$ cat src/rtl/imem_boot_loader_if.sv
// Byte-stream input and imem/core-control outputs of the boot loader.
// master = loader side, slave = host byte source plus core/imem side.
interface imem_boot_loader_if #(
  parameter int ADDR_W = 8
);
  logic              in_valid;
  logic [7:0]        in_data;
  logic              in_ready;
  logic              imem_we;
  logic [ADDR_W-1:0] imem_addr;
  logic [31:0]       imem_wdata;
  logic              core_reset;
  logic              done;
  logic              error;

  modport master (
    input  in_valid, in_data,
    output in_ready, imem_we, imem_addr, imem_wdata, core_reset, done, error
  );

  modport slave (
    output in_valid, in_data,
    input  in_ready, imem_we, imem_addr, imem_wdata, core_reset, done, error
  );
endinterface

$ cat src/rtl/imem_boot_loader.sv
// Streams a checksummed program image into imem; write pulse 1 cycle after a word's 4th byte.
// in_ready high in load states, low in DONE/ERR and during reset; core held in reset until verified.
module imem_boot_loader #(
  parameter int ADDR_W = 8
) (
  input logic                clk,
  input logic                reset,
  imem_boot_loader_if.master lb
);
  localparam int DEPTH = 2 ** ADDR_W;

  typedef enum logic [2:0] {HDR_LO, HDR_HI, DATA, CSUM, DONE, ERR} state_t;

  state_t      state, state_next;
  logic [15:0] count;
  logic [15:0] word_idx;
  logic [1:0]  byte_idx;
  logic [23:0] word_buf;
  logic [7:0]  xor_acc;
  logic        accept;
  logic        last_byte;
  logic [15:0] full_count;

  assign lb.in_ready = !reset && (state != DONE) && (state != ERR);
  assign accept      = lb.in_valid && lb.in_ready;
  assign full_count  = {lb.in_data, count[7:0]};
  assign last_byte   = (byte_idx == 2'd3) && (word_idx == count - 16'd1);

  always_ff @(posedge clk) begin
    if (reset) state <= HDR_LO;
    else       state <= state_next;
  end

  always_comb begin
    state_next = state;
    case (state)
      HDR_LO: if (accept) state_next = HDR_HI;
      HDR_HI: begin
        if (accept) begin
          if (32'(full_count) > DEPTH) state_next = ERR;
          else if (full_count == 16'd0) state_next = CSUM;
          else                          state_next = DATA;
        end
      end
      DATA: if (accept && last_byte) state_next = CSUM;
      CSUM: begin
        if (accept) state_next = (lb.in_data == xor_acc) ? DONE : ERR;
      end
      default: state_next = state;
    endcase
  end

  always_ff @(posedge clk) begin
    if (reset) begin
      count         <= '0;
      word_idx      <= '0;
      byte_idx      <= '0;
      word_buf      <= '0;
      xor_acc       <= '0;
      lb.imem_we    <= 1'b0;
      lb.imem_addr  <= '0;
      lb.imem_wdata <= '0;
      lb.done       <= 1'b0;
      lb.error      <= 1'b0;
      lb.core_reset <= 1'b1;
    end else begin
      lb.imem_we    <= 1'b0;
      lb.done       <= (state_next == DONE);
      lb.error      <= (state_next == ERR);
      lb.core_reset <= (state_next != DONE);
      if (accept) begin
        // The checksum byte itself is excluded from the running XOR.
        if (state != CSUM) xor_acc <= xor_acc ^ lb.in_data;
        case (state)
          HDR_LO: count[7:0]  <= lb.in_data;
          HDR_HI: count[15:8] <= lb.in_data;
          DATA: begin
            byte_idx <= byte_idx + 2'd1;
            case (byte_idx)
              2'd0: word_buf[7:0]   <= lb.in_data;
              2'd1: word_buf[15:8]  <= lb.in_data;
              2'd2: word_buf[23:16] <= lb.in_data;
              default: begin
                lb.imem_we    <= 1'b1;
                lb.imem_addr  <= word_idx[ADDR_W-1:0];
                lb.imem_wdata <= {lb.in_data, word_buf};
                word_idx      <= word_idx + 16'd1;
              end
            endcase
          end
          default: ;
        endcase
      end
    end
  end
endmodule
$ cat src/flat_wrapper.sv
// flat-port wrapper written by rule: the top's interface ports become plain ports
module imem_boot_loader_flat 
#(
  parameter int ADDR_W = 8
)
  (clk, reset, lb_in_valid, lb_in_data, lb_in_ready, lb_imem_we, lb_imem_addr, lb_imem_wdata, lb_core_reset, lb_done, lb_error);
  imem_boot_loader_if #(.ADDR_W(ADDR_W)) lb_i ();
  input logic clk;
  input logic reset;
  input wire logic [$bits(lb_i.in_valid)-1:0] lb_in_valid;
  input wire logic [$bits(lb_i.in_data)-1:0] lb_in_data;
  output wire logic [$bits(lb_i.in_ready)-1:0] lb_in_ready;
  output wire logic [$bits(lb_i.imem_we)-1:0] lb_imem_we;
  output wire logic [$bits(lb_i.imem_addr)-1:0] lb_imem_addr;
  output wire logic [$bits(lb_i.imem_wdata)-1:0] lb_imem_wdata;
  output wire logic [$bits(lb_i.core_reset)-1:0] lb_core_reset;
  output wire logic [$bits(lb_i.done)-1:0] lb_done;
  output wire logic [$bits(lb_i.error)-1:0] lb_error;
  assign lb_i.in_valid = lb_in_valid;
  assign lb_i.in_data = lb_in_data;
  assign lb_in_ready = lb_i.in_ready;
  assign lb_imem_we = lb_i.imem_we;
  assign lb_imem_addr = lb_i.imem_addr;
  assign lb_imem_wdata = lb_i.imem_wdata;
  assign lb_core_reset = lb_i.core_reset;
  assign lb_done = lb_i.done;
  assign lb_error = lb_i.error;
  imem_boot_loader #(.ADDR_W(ADDR_W)) u_core (.clk(clk), .reset(reset), .lb(lb_i));
endmodule
$ cat config.mk
export PLATFORM = sky130hd
export DESIGN_NAME = imem_boot_loader_flat
export DESIGN_NICKNAME = d
export VERILOG_FILES = /design/src/rtl/imem_boot_loader_if.sv /design/src/rtl/imem_boot_loader.sv /design/src/flat_wrapper.sv
export SDC_FILE = /design/constraint.sdc
export NUM_CORES = 1
export LEC_CHECK = 0
export ABC_CLOCK_PERIOD_IN_PS = 2600
export CAP_MARGIN = 20
export CORE_MARGIN = 2
export CORE_UTILIZATION = 50
export DETAILED_ROUTE_END_ITERATION = 10
export PLACE_DENSITY = 0.72
export SLEW_MARGIN = 25
export SYNTH_ARGS = -nofsm -noshare
export SYNTH_HDL_FRONTEND = slang
export SYNTH_SLANG_ARGS = --single-unit
$ cat constraint.sdc
create_clock -name clk -period 2.6 [get_ports clk]
set_input_delay 0.39 -clock clk [delete_from_list [all_inputs] [get_ports clk]]
set_output_delay 0.39 -clock clk [all_outputs]
set_load 0.01 [all_outputs]
==> metrics.cfg <==
[run_status]
status = completed

[cts]
clock_path_buffers = 2
cts_resized = 0
clkSinkCount = 113
htreeDepth = 4
clkTransAtPathRegs_ns = 0.06
cts_hold_buffers = 0
cts_made_buffers = 17
cts_tree = built
clk_latency_ns = 0.52
cts-root-buf = clkbuf_8
post_cts_buffers = 0

[logic_synthesis]
ys_types = 47
synth_edf_count = 0
avgSynthCellArea_um2 = 8.08
netlist.area_leader.share = 0.460
yosysWarningCount = 0
syn-cell-area_um2 = 4920
synth_seq_cells = 113
synth-main-ff-cell = dfxtp_1
synth_fp_nets = 627
seq_area_frac_synth = 0.460
post-synth-top-area-cell = dfxtp_1
synthTopCellsByArea = dfxtp_1 46%, nand2_1 11%, a21oi_1 8.5%
synthArstFlopShare = 0
syn_inst = 609

[floorplanning]
io_pins = 56
coreArea_um2 = 9640
dieArea_um2 = 10600
start_util = 0.510
chipHeight_um = 103
die_x_um = 103
row_count = 36

[global_route]
antenna_found_initial = 0
grt_pass1_vias = 4054
grt_pass1_wl_um = 19800
grt_overflow = 0
grt_max_degree = 92
track_usage = 0.241

[routing]
routed_wl_um = 12000
wl_per_cell_um = 14.9
via_count = 4321
postRouteAntennaNets = 0
drt_iter0_drc = 271
firstDrtPassIters = 4
drc_errors = 0
via_per_inst = 5.37

[timing]
finalCritPeriodShare = 0.934
fin_worst_skew_ns = 0.00603
period_needed_ns = 2.43
tightest_slew_ns = 0.885
finalSetupViolCount = 0
slew-limit-headroom = 0.410
rsz0062_at_grt = no
max_clock_freq_ghz = 0.412
finalMaxSlewViolations = 0
setup_tns_ns = 0
finalHoldViolCount = 0

[finish]
mostFrequentLayoutCell = nand2_1
final_layout_size_suffix_gt1_frac = 0.0938
nets = 677
final_core_util = 0.646
syn_to_final_growth_pct = 26.7
diodes = 0
final_cell_mix = 146 x nand2_1, 113 x dfxtp_1, 84 x a21oi_1, 54 x clkdlybuf4s50_1, 42 x nor2_1

[worst_setup_path]
max_stage_delay_ns = 0.53
worstPathArrival_ns = 2.86
critPathKind = reg2reg
cp_top_family = simple AND/OR/NAND/NOR gates
crit_fanout = 8
path_cells = inv_1, ha_1, and2b_4, nand4_1, mux2_1, mux2i_1, a22oi_1, or4_1, a221oi_2
slowest_stage = or4_1
startpoint_type = flop
path_buf_inv = 1
required_ns = 3.03
end_kind = flop
r2r_setup_slack_ns = 0.17

[place]
hpwl_um = 8020
port_buffers = 55
gp_congestion = 0.909

[power]
total_power_mw = 4.54
p_leak_nw = 2.28
p_per_area_nw_per_um2 = 729
max-vdd-ir-drop_v = 0.000457

[run]
max_cap_violations = 0

[hold_path]
min_path_type = in2reg

==> stage by stage <==
stage / setup WS [ns] / cells / instance area, µm² / hold slack (ns)
finish: 0.172 / 805 / 6230 / 0.234
detailed placement: 0.195 / 773 / 5610 / 0.449
CTS: 0.192 / 805 / 6230 / 0.223
global route: 0.0753 / 805 / 6230 / 0.242
floorplan: 0.294 / 609 / 4920 / 0.432
global placement: 0.214 / 773 / 5610 / 0.442
==> sequential cells by signal, indices dropped and copies added (netlist names) <==
register              flops
u_core.lb.error           1
u_core.lb.imem_wdata     32
u_core.byte_idx           2
u_core.lb.done            1
u_core.state              3
u_core.xor_acc            8
u_core.lb.imem_we         1
u_core.lb.imem_addr       8
u_core.lb.core_reset      1
u_core.count             16
u_core.word_buf          24
u_core.word_idx          16
==> report_power, final <==
part           internal, mW  switching [mW]
clock                  1.57           0.883
sequential             1.76          0.0277
combinational         0.128           0.176
==> cells by family after synthesis <==
| logic type | synth area share |
|---|---|
| adder cells (fa/ha/maj) | 0.0178 |
| AND/OR/NAND/NOR | 0.249 |
| flip-flops | 0.460 |
| XOR/XNOR | 0.0908 |
| buffers and inverters | 0.0397 |
| AO/OA/AOI/OAI | 0.118 |
| multiplexers | 0.0247 |
==> final cells by class <==
class	instances	area, µm²
clock buffers	18	418
fillers	843	3410
inverters	8	30.0
well taps	133	166
flip-flops and latches	113	2260
clock inverters	14	203
repair buffers	74	691
multi-input cells	445	2460
==> cells in the mapped netlist (3+ instances only) <==
library cell and number:
dfxtp_1 113, nor3_1 8, nand4_1 7, xnor2_1 20, a21oi_1 84, mux2i_1 11
inv_1 7, ha_1 7, or3_1 3, and3_1 5, nor4_1 3, nor4b_1 3
nor2_1 42, xor2_1 31, buf_2 3, nand2_1 146, buf_1 5, nand3_1 27
o21ai_0 14, nand3b_1 4, clkbuf_1 35
==> layer usage <==
layer,share of wire,GRT usage,vias up
met5,0,0,-
met4,0.019,0.0951,0
met2,0.48,0.382,125
li1,-,-,2130
met3,0.055,0.0578,19
met1,0.45,0.319,2047
==> worst paths after layout <==
check	endpoint	depth (start not counted)	start
hold / removal	u_core.count[12]	2	reset
hold reg to reg	u_core.lb.imem_addr[2]	2	u_core.lb.imem_addr[2]
setup reg to reg	u_core.state[0]	9	u_core.count[0]
setup / recovery	u_core.state[0]	9	u_core.count[0]
Note: power is estimated with default switching activity, not from simulation.
